File: config.mk
export PLATFORM = sky130hd
export DESIGN_NAME = pc_next_unit
export DESIGN_NICKNAME = d
export VERILOG_FILES = /design/src/rtl/cpu_defs_pkg.sv /design/src/rtl/pc_return_stack.sv /design/src/rtl/pc_next_unit.sv
export SDC_FILE = /design/constraint.sdc
export NUM_CORES = 1
export LEC_CHECK = 0
export ABC_AREA = 0
export CELL_PAD_IN_SITES_DETAIL_PLACEMENT = 0
export CELL_PAD_IN_SITES_GLOBAL_PLACEMENT = 1
export CORE_MARGIN = 2
export CORE_UTILIZATION = 32
export CTS_BUF_LIST = sky130_fd_sc_hd__clkbuf_2
export DETAILED_ROUTE_END_ITERATION = 12
export PLACE_DENSITY = 0.78
export SKIP_CTS_REPAIR_TIMING = 1
export SLEW_MARGIN = 20
export SYNTH_ARGS = -nofsm -noshare
export SYNTH_HDL_FRONTEND = slang
export SYNTH_SLANG_ARGS = --single-unit
File: constraint.sdc
create_clock -name clk -period 2.17 [get_ports clk]
set_clock_uncertainty 0.05 [all_clocks]
set_input_delay 0.434 -clock clk [delete_from_list [all_inputs] [get_ports clk]]
set_output_delay 0.434 -clock clk [all_outputs]
set_load 0.02 [all_outputs]
File: src/rtl/cpu_defs_pkg.sv
// Shared CPU definitions: address widths, branch-condition and PC-source encodings.
package cpu_defs_pkg;

  localparam int ADDR_W   = 12;
  localparam int OFFSET_W = 8;

  typedef enum logic [1:0] {
    COND_Z  = 2'b00,
    COND_NZ = 2'b01,
    COND_C  = 2'b10,
    COND_NC = 2'b11
  } cond_e;

  // Listed lowest to highest priority.
  typedef enum logic [2:0] {
    SRC_HOLD,
    SRC_PLUS1,
    SRC_OFFSET,
    SRC_CONST,
    SRC_PUSH,
    SRC_POP
  } pc_src_e;

  function automatic logic cond_met(input cond_e c, input logic z, input logic cy);
    case (c)
      COND_Z:  cond_met = z;
      COND_NZ: cond_met = ~z;
      COND_C:  cond_met = cy;
      default: cond_met = ~cy;
    endcase
  endfunction

endpackage

File: src/rtl/pc_return_stack.sv
// Return-address LIFO; push/pop are applied the cycle they are seen, top reflects the stored state.
// Latency: 1 cycle write, top is combinational from registers. Push when full / pop when empty are ignored.
// Backpressure: none; the caller gates push/pop with its own enable.
module pc_return_stack #(
  parameter int DEPTH = 8,
  parameter int W     = 12
) (
  input  logic         clk,
  input  logic         rst,
  input  logic         push,
  input  logic         pop,
  input  logic [W-1:0] din,
  output logic [W-1:0] top,
  output logic         full,
  output logic         empty
);
  localparam int PTR_W = $clog2(DEPTH);

  logic [PTR_W:0]   cnt;
  logic [W-1:0]     mem [DEPTH];
  logic [PTR_W-1:0] wr_idx;
  logic [PTR_W-1:0] rd_idx;

  assign wr_idx = cnt[PTR_W-1:0];
  assign rd_idx = wr_idx - PTR_W'(1);
  assign full   = (cnt == (PTR_W+1)'(DEPTH));
  assign empty  = (cnt == '0);
  assign top    = mem[rd_idx];

  always_ff @(posedge clk or posedge rst) begin
    if (rst) begin
      cnt <= '0;
    end else if (pop) begin
      if (!empty) cnt <= cnt - (PTR_W+1)'(1);
    end else if (push && !full) begin
      cnt <= cnt + (PTR_W+1)'(1);
    end
  end

  // Storage needs no reset: an entry is only read after it has been written.
  always_ff @(posedge clk) begin
    if (push && !pop && !full) mem[wr_idx] <= din;
  end

endmodule

File: src/rtl/pc_next_unit.sv
// PC stage: next-PC select, Z/C flag register, optional return stack enabled by `PC_STACK_EN.
// Latency: selects presented in cycle N appear on pc in cycle N+1; all outputs are registered.
// Backpressure: en=0 stalls every register (PC, flags, stack); there is no handshake.
module pc_next_unit #(
  parameter int ADDR_W      = cpu_defs_pkg::ADDR_W,
  parameter int OFFSET_W    = cpu_defs_pkg::OFFSET_W,
  parameter int STACK_DEPTH = 8
) (
  input  logic                clk,
  input  logic                rst,
  input  logic                en,
  input  logic                sel_plus1,
  input  logic                sel_offset,
  input  logic                sel_const,
  input  logic [1:0]          cond,
  input  logic [OFFSET_W-1:0] offset,
  input  logic [ADDR_W-1:0]   target,
  input  logic                flags_we,
  input  logic                alu_zero,
  input  logic                alu_carry,
  input  logic                push,
  input  logic                pop,
  output logic [ADDR_W-1:0]   pc,
  output logic                zero_flag,
  output logic                carry_flag,
  output logic                stack_err
);
  import cpu_defs_pkg::*;

  logic [ADDR_W-1:0] pc_plus1;
  logic [ADDR_W-1:0] off_ext;
  logic [ADDR_W-1:0] pc_nxt;
  logic              taken;
  pc_src_e           src;

  logic              pop_eff;
  logic              push_eff;
  logic [ADDR_W-1:0] stk_top;
  logic              stk_empty;

  assign pc_plus1 = pc + ADDR_W'(1);
  assign off_ext  = ADDR_W'($signed(offset));
  // Registered flags only: a same-cycle flags_we cannot influence this branch.
  assign taken    = cond_met(cond_e'(cond), zero_flag, carry_flag);

`ifdef PC_STACK_EN
  logic stk_full;
  logic stk_err_q;

  assign pop_eff  = pop;
  assign push_eff = push & ~pop;

  pc_return_stack #(
    .DEPTH (STACK_DEPTH),
    .W     (ADDR_W)
  ) u_stack (
    .clk   (clk),
    .rst   (rst),
    .push  (en & push_eff),
    .pop   (en & pop_eff),
    .din   (pc_plus1),
    .top   (stk_top),
    .full  (stk_full),
    .empty (stk_empty)
  );

  always_ff @(posedge clk or posedge rst) begin
    if (rst) begin
      stk_err_q <= 1'b0;
    end else if (en && ((pop_eff && stk_empty) || (push_eff && stk_full))) begin
      stk_err_q <= 1'b1;
    end
  end

  assign stack_err = stk_err_q;
`else
  logic unused_stack_ins;

  assign unused_stack_ins = ^{push, pop, STACK_DEPTH[0]};
  assign pop_eff          = 1'b0;
  assign push_eff         = 1'b0;
  assign stk_top          = '0;
  assign stk_empty        = 1'b1;
  assign stack_err        = 1'b0;
`endif

  always_comb begin
    src = SRC_HOLD;
    if (pop_eff)         src = SRC_POP;
    else if (push_eff)   src = SRC_PUSH;
    else if (sel_const)  src = SRC_CONST;
    else if (sel_offset) src = SRC_OFFSET;
    else if (sel_plus1)  src = SRC_PLUS1;
  end

  always_comb begin
    pc_nxt = pc;
    case (src)
      SRC_POP:    pc_nxt = stk_empty ? pc_plus1 : stk_top;
      SRC_PUSH:   pc_nxt = target;
      SRC_CONST:  pc_nxt = target;
      SRC_OFFSET: pc_nxt = taken ? pc + off_ext : pc_plus1;
      SRC_PLUS1:  pc_nxt = pc_plus1;
      default:    pc_nxt = pc;
    endcase
  end

  always_ff @(posedge clk or posedge rst) begin
    if (rst) begin
      pc <= '0;
    end else if (en) begin
      pc <= pc_nxt;
    end
  end

  always_ff @(posedge clk or posedge rst) begin
    if (rst) begin
      zero_flag  <= 1'b0;
      carry_flag <= 1'b0;
    end else if (en && flags_we) begin
      zero_flag  <= alu_zero;
      carry_flag <= alu_carry;
    end
  end

`ifndef SYNTHESIS
  sel_onehot_a: assert property (@(posedge clk) disable iff (rst)
      $onehot0({sel_plus1, sel_offset, sel_const}))
    else $error("pc_next_unit: more than one sel_* asserted");
`endif

endmodule

== Word level (Yosys, flattened, before mapping) ==
Index checks and enable logic that the tools add are counted.
Storage, ports and cells
  output and inout port bits: 15
  bits of input ports: 33
  register bits: 14
  logic and storage cells: 26
Operators by class
  eq/ne operators: 7
  mux-type cells: 6
  bitwise logic cells: 2
  reduce and logical (&&, ||, !) cells: 6
  $add $sub $neg: 2
Operator list (count)
  12-bit case mux with 3 select lines: 1
  12-bit by 1-bit adder with 12-bit output (second input constant): 1
  12-bit adder: 1
  12-bit two-way mux: 1
  3-bit by 2-bit equality test with 1-bit output (second input constant): 2
  3-bit equality test (second input constant): 2
  2-bit two-way mux: 2
  2-bit OR reduction: 2
  3-bit by 1-bit equality test with 1-bit output (second input constant): 1
  1-bit case mux with 3 select lines: 1
  3-bit nonzero test: 1
  2-bit by 1-bit equality test with 1-bit output (second input constant): 1
  2-bit equality test (second input constant): 1
  2-bit zero test: 1
  1-bit inverter: 2
  2-bit AND reduction: 1
  1-bit logical AND: 1
  1-bit two-way mux: 1

== Logic depth before layout (Yosys ltp) ==
  depth after elaboration: 7
  gate-level depth with buffers: 11
  depth with buffers taken out: 10

== Worst setup path after synthesis ==
Ideal clock, no wire load.
  kind: reg-to-reg
  start: reg pc[0]
  end: reg pc[8]
  data required time: 2.019 ns
  buffers on the path: 0
  period minus slack after synthesis: 2.350 ns
  stages on the path, launching flop included: 9
  slack: -0.180 ns
  data arrival time: 2.199 ns
  setup time: 0.101 ns
  cells stage by stage: dfrtp_1 -> ha_1 -> fa_1 -> a21o_1 -> and4_1 -> o21ai_0 -> a21oi_1 -> xnor2_1 -> o32ai_1
On the way
  cells in the longest elaborated chain, start to end: 3
  elaborated cells on any way between the ends: 4
  those cells by class: add/sub: 2; mux: 2
RTL lines
  from (decl): RTL line pc_next_unit.sv:23  | output logic [ADDR_W-1:0] pc,
  from (signal assigned): RTL line pc_next_unit.sv:112  | pc <= pc_nxt;
  12-bit by 1-bit adder with 12-bit output / 12-bit adder (equally long branches): RTL line pc_next_unit.sv:41, pc_next_unit.sv:102
  12-bit two-way mux: RTL line pc_next_unit.sv:102  | SRC_OFFSET: pc_nxt = taken ? pc + off_ext : pc_plus1;
  12-bit case mux with 3 select lines *: RTL line pc_next_unit.sv:98  | case (src)
Every way passes the cells marked *; elsewhere a longest branch is shown, timed or not.
A chain may end at the register's enable or synchronous reset.

== Worst setup path in the final report ==
Ends and elaborated chain as after synthesis.

==> results.yml <==
die:
  rows: 26
  die_w_um: 75.6
  start_util_pct: 32.7
  io_pins: 48
  die_h_um: 75.6
  fp.coreArea_um2: 5010
  die-area_um2: 5710
clocking:
  max-clock-path-buffers: 2
  path_clk_slew_ns: 0.17
  clk_latency_ns: 0.29
  tritoncts: "yes"
  cts_buffers: 3
  h-tree-depth: 1
  clock-root-buffer: "clkbuf_2"
  clock-sinks: 14
outcome:
  outcome: "complete, but fails checks"
  violations: "setup timing"
place:
  routabilityCongestion: 0.916
  numPortBuffers: 44
  hpwl_um: 4050
  dp.cells: 352
  post-place-ws_ns: -0.522
synthesis:
  ys.flop_type: "dfrtp_1"
  yosysSeqAreaShare_pct: 21.4
  netlist_area_um2: 1640
  yosysTopAreaCell: "dfrtp_1"
  syn_avg_cell_area_um2: 8.32
  netlist_instances: 197
  synth_top_area_share_pct: 21.4
  ys_ff_latch: 14
  synthDistinctLibCells: 51
  yosys-top-cells-area: "dfrtp_1 21%, ha_1 11%, xnor2_1 5.9%"
  mappedNetlistNets: 246
  synth-edff-count: 0
  ys_warn_count: 0
  ys_async_sr_fraction_pct: 100
global_routing:
  grt_start_max_net_pins: 16
  overflow: 0
  globalRouteTotalUtil_pct: 18.2
  grt_first_pass_wirelength_um: 7960
  antenna_found_initial: 0
  grt_pass1_vias: 1708
setup_path:
  endpoint: "pc[8]$_DFFE_PP0P_"
  cp_slowest_stage_delay_ns: 0.46
  path_class: "reg -> reg"
  critPathLaunch: "pc[0]$_DFFE_PP0P_"
  worst-endpoint-arrival_ns: 2.36
  critPathMaxFanout: 3
  cp.required_ns: 2.31
  critPathTopFamily: "compound AO/OA/AOI/OAI gates"
  path_cells: "ha_4 > fa_2 > a21o_1 > and4_1 > o21ai_2 > a21oi_2 > xnor2_1 > o32ai_1"
  cp_slowest_cell: "dfrtp_2"
  path_depth: 8
  r2r_end: "pc[8]$_DFFE_PP0P_"
  crit_buf_inv: 0
  worst_r2r_path_depth: 8
  r2r-start: "pc[0]$_DFFE_PP0P_"
  rrSetupSlack_ns: -0.05
  cp-end-kind: "flop"
  start_kind: "flop"
drt:
  dr.pass1.iters: 4
  viasPerCell: 4.92
  antenna_left: 0
  finalWirelength_um: 4970
  drt_iter0_markers: 129
  avgRoutedWirePerCell_um: 13.8
  drc: 0
  num_vias: 1768
cells_and_area:
  fin_nets: 339
  antennaDiodeCount: 0
  drive_gt1_share_pct: 30.4
  finalNonFillerCells: 359
  fill_cells: 498
  area_delta_synth_final_pct: 62.3
  finish.utilization_pct: 53.1
sta:
  rsz0062_at_grt: "yes"
  finalHoldViolCount: 0
  period_minus_slack_ns: 2.22
  fin_crit_sh_pct: 102
  slew_viol_final: 0
  setup_viol: 1
  fin_ws_ns: -0.0467
  whs_ns: 0.319
  fmaxAchievable_mhz: 451
pwr:
  peakVddDrop_uv: 338
  power_leakage_nw: 1.16
  powerDensity_nw_per_um2: 631
hold_path:
  min_path_type: "in -> async"
flow_run:
  maxCapViolCount: 0
[per-stage QoR]
stage / area [um^2] / setup TNS (ns) / total power [W]
3_3_place_gp: 2520 / -3.71 / 0.00148
5_1_grt: 2660 / -0.263 / 0.00180
4_1_cts: 2540 / -0.842 / 0.00164
3_5_place_dp: 2520 / -3.91 / 0.00149
6_report: 2660 / -0.0467 / 0.00168
2_1_floorplan: 1660 / 0 / 0.000995
[how the worst min path moves through the flow]
stage	depth (start not counted)	to
6_report	2	pc[2]$_DFFE_PP0P_
5_1_grt	2	pc[1]$_DFFE_PP0P_
4_1_cts	2	pc[2]$_DFFE_PP0P_
3_5_place_dp	1	carry_flag$_DFFE_PP0P_
3_3_place_gp	1	zero_flag$_DFFE_PP0P_
2_1_floorplan	1	carry_flag$_DFFE_PP0P_
[layout make-up]
| class | count | area, um^2 | share of cell area (%) |
|---|---|---|---|
| clock buffers | 3 | 15.0 | 0.564 |
| clock inverters | 1 | 3.75 | 0.141 |
| inverters | 9 | 33.8 | 1.27 |
| multi-input cells | 165 | 1310 | 49.4 |
| flip-flops and latches | 14 | 352 | 13.2 |
| well taps | 70 | 87.6 | 3.29 |
| repair buffers | 97 | 855 | 32.1 |
[kinds of logic after synthesis]
kind of cell               count (synthesis)  synth area share [%]
DFF                                       14                  21.4
buffers and inverters                     18                  4.58
xor gates and xnor gates                  18                  10.8
and+or+nand+nor                           61                  18.1
muxes                                      3                  2.75
other                                      1                 0.229
adders and majority gates                 16                  12.7
AOI/OAI and AO/OA                         66                  29.5
[layout by cell type, fill, tap and decap left out, types with 6 or more instances in the layout]
cell              n
buf_4            52
clkdlybuf4s50_1  39
nand2_1          22
dfrtp_1          13
nor2_1           12
xnor2_1          11
o21ai_0          10
a21oi_1           9
ha_1              9
o21ai_1           7
inv_1             7
o211ai_1          6
a31oi_1           6
[power breakdown]
| group | internal (W) | leakage (nW) | switching [W] |
|---|---|---|---|
| Combinational | 0.000599 | 0.974 | 0.000561 |
| Clock | 0.0000401 | 0.0140 | 0.0000961 |
| Sequential | 0.000313 | 0.169 | 0.0000690 |
[flip-flops by register name, indices dropped and copies added (netlist names)]
name and count:
carry_flag 1, pc 12, zero_flag 1
[Yosys cell counts (2+ instances only)]
master,instances
a211oi_1,2
a21o_1,4
a21oi_1,11
a221oi_2,2
a2bb2oi_1,2
a31oi_1,6
and3_1,2
and4_1,2
buf_2,3
clkbuf_1,5
dfrtp_1,14
ha_1,15
inv_1,8
mux2_2,2
nand2_1,22
nand3_1,5
nand4_1,2
nor2_1,13
nor2b_1,2
nor3_1,3
o211ai_1,6
o21ai_0,12
o21ai_1,6
o41ai_2,2
or3_1,5
xnor2_1,11
xor2_1,6
[per-layer routing]
layer / track usage [%] / share of wire (%) / up-vias
met1: 24.6 / 46 / 810
met5: 0 / 0 / -
met3: 2.65 / 3.5 / 4
met4: 5.07 / 0.91 / 0
li1: - / - / 915
met2: 30.4 / 49 / 39
Power figures use the tool's default switching activity.
